==> src/rtl/evo_pkg.sv <==
// Shared types and width helpers for the evolvable gate array.
package evo_pkg;

   typedef enum logic [2:0] {
      FnAnd  = 3'd0,
      FnOr   = 3'd1,
      FnNand = 3'd2,
      FnNor  = 3'd3,
      FnXor  = 3'd4,
      FnXnor = 3'd5,
      FnNotA = 3'd6,
      FnBufA = 3'd7
   } func_e;

   typedef enum logic [2:0] {
      StIdle,
      StLoad,
      StSettle,
      StCheck,
      StDone
   } state_e;

   function automatic int unsigned sel_w(int unsigned num_in, int unsigned num_gates);
      return $clog2(num_in + num_gates);
   endfunction

   function automatic int unsigned gene_w(int unsigned num_in, int unsigned num_gates);
      return 3 + 2 * sel_w(num_in, num_gates);
   endfunction

endpackage

==> src/rtl/evo_cell.sv <==
// One reconfigurable 2-input cell: two source muxes, a function LUT and a state flop.
module evo_cell import evo_pkg::*; #(
   parameter int unsigned NUM_IN    = 4,
   parameter int unsigned NUM_GATES = 8,
   localparam int unsigned SEL_W    = sel_w(NUM_IN, NUM_GATES),
   localparam int unsigned GENE_W   = gene_w(NUM_IN, NUM_GATES),
   localparam int unsigned NSRC     = NUM_IN + NUM_GATES
) (
   input  logic              clk,
   input  logic              rst,
   input  logic              en,
   input  logic              clr,
   input  logic [GENE_W-1:0] gene,
   input  logic [NSRC-1:0]   srcs,
   output logic              gate
);

   logic [2**SEL_W-1:0] src_ext;
   logic [SEL_W-1:0]    sel_a, sel_b;
   func_e               func;
   logic                a, b, nxt, gate_q;

   assign func  = func_e'(gene[GENE_W-1 -: 3]);
   assign sel_a = gene[2*SEL_W-1 -: SEL_W];
   assign sel_b = gene[SEL_W-1:0];

   // Selects beyond the last gate land in the zero padding.
   always_comb begin
      src_ext = '0;
      src_ext[NSRC-1:0] = srcs;
   end

   assign a = src_ext[sel_a];
   assign b = src_ext[sel_b];

   always_comb begin
      nxt = 1'b0;
      unique case (func)
         FnAnd:  nxt = a & b;
         FnOr:   nxt = a | b;
         FnNand: nxt = ~(a & b);
         FnNor:  nxt = ~(a | b);
         FnXor:  nxt = a ^ b;
         FnXnor: nxt = ~(a ^ b);
         FnNotA: nxt = ~a;
         FnBufA: nxt = a;
      endcase
   end

   always_ff @(posedge clk or posedge rst) begin
      if (rst) begin
         gate_q <= 1'b0;
      end else if (clr) begin
         gate_q <= 1'b0;
      end else if (en) begin
         gate_q <= nxt;
      end
   end

   assign gate = gate_q;

endmodule

==> src/rtl/evo_gate_array.sv <==
// Run-time reconfigurable gate network with genome loader and settle/stability controller.
module evo_gate_array import evo_pkg::*; #(
   parameter int unsigned NUM_IN        = 4,
   parameter int unsigned NUM_GATES     = 8,
   parameter int unsigned NUM_OUT       = 1,
   parameter int unsigned SETTLE_CYCLES = 16,
   parameter int unsigned STABLE_CYCLES = 8,
   localparam int unsigned SEL_W        = sel_w(NUM_IN, NUM_GATES),
   localparam int unsigned GENE_W       = gene_w(NUM_IN, NUM_GATES)
) (
   input  logic               clk,
   input  logic               rst,
   input  logic               cfg_valid,
   output logic               cfg_ready,
   input  logic [GENE_W-1:0]  cfg_data,
   output logic               cfg_done,
   input  logic               eval_start,
   input  logic [NUM_IN-1:0]  eval_vec,
   output logic               result_valid,
   input  logic               result_ready,
   output logic [NUM_OUT-1:0] result_out,
   output logic               result_unstable,
   output logic               busy
);

   localparam int unsigned PTR_W   = (NUM_GATES > 1) ? $clog2(NUM_GATES) : 1;
   localparam int unsigned MAX_CNT = (SETTLE_CYCLES > STABLE_CYCLES) ? SETTLE_CYCLES
                                                                     : STABLE_CYCLES;
   localparam int unsigned CNT_W   = $clog2(MAX_CNT + 1);
   localparam int unsigned TAP     = NUM_GATES - NUM_OUT;

   state_e               state_q, state_d;
   logic [PTR_W-1:0]     ptr_q, ptr_d;
   logic [CNT_W-1:0]     cnt_q, cnt_d;
   logic [NUM_IN-1:0]    vec_q, vec_d;
   logic [NUM_OUT-1:0]   snap_q, snap_d;
   logic                 unstable_q, unstable_d;
   logic                 done_q, done_d;
   logic [GENE_W-1:0]    gene_q [NUM_GATES];
   logic [NUM_GATES-1:0] gates;
   logic [NUM_OUT-1:0]   tap;
   logic                 gene_we, cell_clr, cell_en;

   assign tap             = gates[TAP +: NUM_OUT];
   assign cell_en         = (state_q == StSettle) || (state_q == StCheck);
   assign cfg_ready       = (state_q == StIdle) || (state_q == StLoad);
   assign busy            = (state_q != StIdle);
   assign result_valid    = (state_q == StDone);
   assign result_out      = snap_q;
   assign result_unstable = unstable_q;
   assign cfg_done        = done_q;

   for (genvar g = 0; g < NUM_GATES; g++) begin : g_cell
      evo_cell #(
         .NUM_IN    (NUM_IN),
         .NUM_GATES (NUM_GATES)
      ) u_cell (
         .clk  (clk),
         .rst  (rst),
         .en   (cell_en),
         .clr  (cell_clr),
         .gene (gene_q[g]),
         .srcs ({gates, vec_q}),
         .gate (gates[g])
      );
   end

   always_comb begin
      state_d    = state_q;
      ptr_d      = ptr_q;
      cnt_d      = cnt_q;
      vec_d      = vec_q;
      snap_d     = snap_q;
      unstable_d = unstable_q;
      done_d     = 1'b0;
      gene_we    = 1'b0;
      cell_clr   = 1'b0;
      unique case (state_q)
         StIdle, StLoad: begin
            if (cfg_valid) begin
               gene_we = 1'b1;
               if (ptr_q == PTR_W'(NUM_GATES - 1)) begin
                  ptr_d   = '0;
                  done_d  = 1'b1;
                  state_d = StIdle;
               end else begin
                  ptr_d   = ptr_q + 1'b1;
                  state_d = StLoad;
               end
            end else if ((state_q == StIdle) && eval_start) begin
               vec_d    = eval_vec;
               cell_clr = 1'b1;
               cnt_d    = CNT_W'(SETTLE_CYCLES);
               state_d  = StSettle;
            end
         end
         StSettle: begin
            cnt_d = cnt_q - 1'b1;
            if (cnt_q == CNT_W'(1)) begin
               cnt_d      = CNT_W'(STABLE_CYCLES);
               unstable_d = 1'b0;
               state_d    = StCheck;
            end
         end
         StCheck: begin
            cnt_d = cnt_q - 1'b1;
            // First CHECK cycle shows the gates as left by the final SETTLE edge: that is the
            // snapshot, and it trivially matches itself.
            if (cnt_q == CNT_W'(STABLE_CYCLES)) begin
               snap_d = tap;
            end else if (tap != snap_q) begin
               unstable_d = 1'b1;
            end
            if (cnt_q == CNT_W'(1)) begin
               state_d = StDone;
            end
         end
         StDone: begin
            if (result_ready) begin
               state_d = StIdle;
            end
         end
         default: state_d = StIdle;
      endcase
   end

   always_ff @(posedge clk or posedge rst) begin
      if (rst) begin
         state_q    <= StIdle;
         ptr_q      <= '0;
         cnt_q      <= '0;
         vec_q      <= '0;
         snap_q     <= '0;
         unstable_q <= 1'b0;
         done_q     <= 1'b0;
      end else begin
         state_q    <= state_d;
         ptr_q      <= ptr_d;
         cnt_q      <= cnt_d;
         vec_q      <= vec_d;
         snap_q     <= snap_d;
         unstable_q <= unstable_d;
         done_q     <= done_d;
      end
   end

   always_ff @(posedge clk or posedge rst) begin
      if (rst) begin
         for (int i = 0; i < NUM_GATES; i++) begin
            gene_q[i] <= '0;
         end
      end else if (gene_we) begin
         gene_q[ptr_q] <= cfg_data;
      end
   end

endmodule
==> config.mk <==
export PLATFORM = sky130hd
export DESIGN_NAME = evo_gate_array
export DESIGN_NICKNAME = d
export VERILOG_FILES = /design/src/rtl/evo_pkg.sv /design/src/rtl/evo_cell.sv /design/src/rtl/evo_gate_array.sv
export SDC_FILE = /design/constraint.sdc
export NUM_CORES = 1
export LEC_CHECK = 0
export CORE_AREA = 2 2 211 109
export CTS_BUF_LIST = sky130_fd_sc_hd__clkbuf_16
export CTS_CLUSTER_DIAMETER = 40
export CTS_CLUSTER_SIZE = 14
export DETAILED_ROUTE_END_ITERATION = 7
export DIE_AREA = 0 0 213 111
export PLACE_DENSITY_LB_ADDON = 0.08
export SYNTH_ARGS = -nofsm -noshare
export SYNTH_HDL_FRONTEND = slang
export SYNTH_SLANG_ARGS = --single-unit
==> constraint.sdc <==
create_clock -name clk -period 4.8 [get_ports clk]
set_input_delay 0.72 -clock clk [delete_from_list [all_inputs] [get_ports clk]]
set_output_delay 0.72 -clock clk [all_outputs]
set_load 0.02 [all_outputs]
==> results.txt <==
Status = finished, final reports clean
WL/cell = 20.3 um
Die height = 111 um
Core area = 22100 um^2
Critical Path End Type = flip-flop
1st-pass router iterations = 5
Largest net degree at the start of global routing = 73
Final max-slew violation count = 0
Fraction of registers with async set/reset = 1.00
Top-area cell type share of the netlist area = 0.388
FMAX = 345 MHz
Final Critical Period = 2900 ps
HP Class = flip-flop to flip-flop
Syn Area/Cell = 11.1 um^2
Initial antenna violation count = 0
Drt drc = 0
Clock skew = 7.56 ps
Nets = 703
Yosys warns = 0
Most common flop cell mapped by yosys = dfrtp_1
Dominant cells by area after synthesis = dfrtp_1 (39%), mux2_2 (14%), mux2i_1 (8.7%)
Clk Latency, worst-skew pair = 420 ps
Worst setup SP type = flip-flop
Yosys reg bits = 114
Area leader, netlist = dfrtp_1
Layout area overhead = 13.1%
Worst Path Max Fanout = 17
Ports = 26
Max Root-Sink Buffers = 2
Crit Path Class = flip-flop to flip-flop
Post-CTS sizing = 0
First-pass GRT wire length = 31.6 mm
Total Power = 4.86 mW
Ant diodes = 0
Most common cell in the synthesized netlist = dfrtp_1
Ratio of cells with drive above 1 in the final layout = 0.243
Worst Path Required = 5160 ps
Gr usage total = 0.181
Bufs and invs on worst path = 1
Setup violators final = 0
Post-CTS Setup Bufs = 0
CTS Sinks = 114
Cell family with most CP delay = compound AO/OA/AOI/OAI gates
Reg clk slew, reported paths = 60 ps
GPL Wtd Cong = 0.761
Routed via count = 5314
Dpl hpwl = 13.8 mm
Post-synth EDFFs = 0
Final antenna-violating net count = 0
Hold_buf cts = 0
Post-synthesis sequential area ratio = 0.388
Row count = 39
Inserted Clock Buffers = 17
Final Hold Vio Count = 0
RSZ-0062 raised after global routing = false
Post-Route WL = 19.9 mm
P_leak = 3.63 nW
Max rail drop VDD = 212 uV
CP max stage delay = 890 ps
Starting DRT DRC Count = 325
Mapped cell area = 7350 um^2
Max_cap viols = 0
Vias in the first global route = 5233
CP max stage cell = dfrtp_1
Register area = 2850 um^2
Die W = 213 um
CP cell instances = mux2i_1, a32oi_1, o211ai_1, ha_1, inv_1, a221oi_1, a21oi_1, a2111oi_0, a221o_1
Total Die Area = 23600 um^2
Distinct cells, synth = 57
Cell count after synthesis = 664
TritonCTS clock tree = built
Setup_tns = 0 ps
Synth Net Count = 705
Gr ovfl total = 0
Relative slew slack = 0.358
Port bufs = 25
Multi-input gate area = 4070 um^2
Via density = 5.42
Most frequent cells after synthesis = dfrtp_1 (114), mux2_2 (91), mux2i_1 (64), a21oi_1 (32), nor2_1 (31)
Period utilization = 0.604
Pwr dens = 584 nW/um^2
Initial Util = 0.332
Measured slew at the worst slew-check pin = 963 ps
Fill cells = 2127
# H-tree levels = 4
Critical Path AT = 3250 ps
Root Buffer = clkbuf_16
==> cell families after synthesis <==
family | Yosys count | synth area share
mux | 182 | 0.298
fa+ha+maj | 21 | 0.0358
flops | 114 | 0.388
xor+xnor | 11 | 0.0131
buf+inv | 83 | 0.0577
compound gates | 116 | 0.111
simple gates | 137 | 0.0967
==> per-layer routing <==
layer | vias up | part of all wire | track usage
met5 | - | 0 | 0
met4 | 0 | 0.016 | 0.0657
met3 | 25 | 0.038 | 0.0354
met2 | 139 | 0.40 | 0.240
met1 | 2706 | 0.55 | 0.285
li1 | 2444 | - | -
==> path summary, 6_finish.rpt <==
check | startpoint | endpoint | slack, ps | cells past startpoint
max | g_cell[3].u_cell.gate | g_cell[0].u_cell.gate | 1900 | 9
min | cnt_q[1] | cnt_q[1] | 520 | 2
max reg2reg | g_cell[3].u_cell.gate | g_cell[0].u_cell.gate | 1900 | 9
min reg2reg | cnt_q[1] | cnt_q[1] | 520 | 2
max in group asynchronous | rst | result_out | 3000 | 3
min in group asynchronous | rst | gene_q[9] | 870 | 2
==> tightest hold or removal path, cell delays in order, from the launching register on <==
cell and delay (ps):
dfrtp_1 360, nand2_1 50, o21ai_0 70
==> flip-flops by register name, summed over array words and instances (netlist names) <==
name and count:
result_unstable 1, result_out 1, state_q 3, gene_q 88, cfg_done 1, cnt_q 5, ptr_q 3, g_cell.u_cell.gate 8
vec_q 4
==> final cells by class <==
class	instances	share of cell area
multi-input cells	467	0.490
flip-flops and latches	114	0.343
clock buffers	17	0.0512
well taps	307	0.0462
repair buffers	29	0.0337
clock inverters	14	0.0208
inverters	33	0.0152
==> cells in the final DEF (no fill, tap or decap), drive strengths merged, types with 10 or more instances in the layout <==
cell / Yosys / layout
dfrtp: 114 / 114
o211ai: 10 / 10
o21ai: 22 / 22
clkbuf: 20 / 17
ha: 21 / 21
nand2: 21 / 21
mux2i: 64 / 64
clkdlybuf4s50: 0 / 25
nand2b: 17 / 17
inv: 33 / 35
a32oi: 16 / 16
mux4: 16 / 16
mux2: 102 / 102
nor2: 33 / 33
nor2b: 11 / 11
nor3: 24 / 24
and3: 10 / 10
a21oi: 32 / 32
==> through the flow <==
step | instances | utilization | instance area, um^2 | worst slack, ps | hold slack (ps)
floorplan | 664 | - | 7350 | 1060 | 473
global placement | 950 | 0.349 | 7710 | 1960 | 496
detailed placement | 950 | 0.349 | 7710 | 1980 | 510
CTS | 981 | 0.376 | 8310 | 1960 | 526
global route | 981 | 0.376 | 8310 | 1580 | 551
finish | 981 | 0.376 | 8310 | 1900 | 524
==> where the power goes <==
group | switching (mW) | total [mW] | internal, mW
Clock | 0.454 | 1.31 | 0.852
Combinational | 0.889 | 1.83 | 0.941
Sequential | 0.548 | 1.72 | 1.18
Total | 1.89 | 4.86 | 2.97
(Power assumes the default switching activity.)
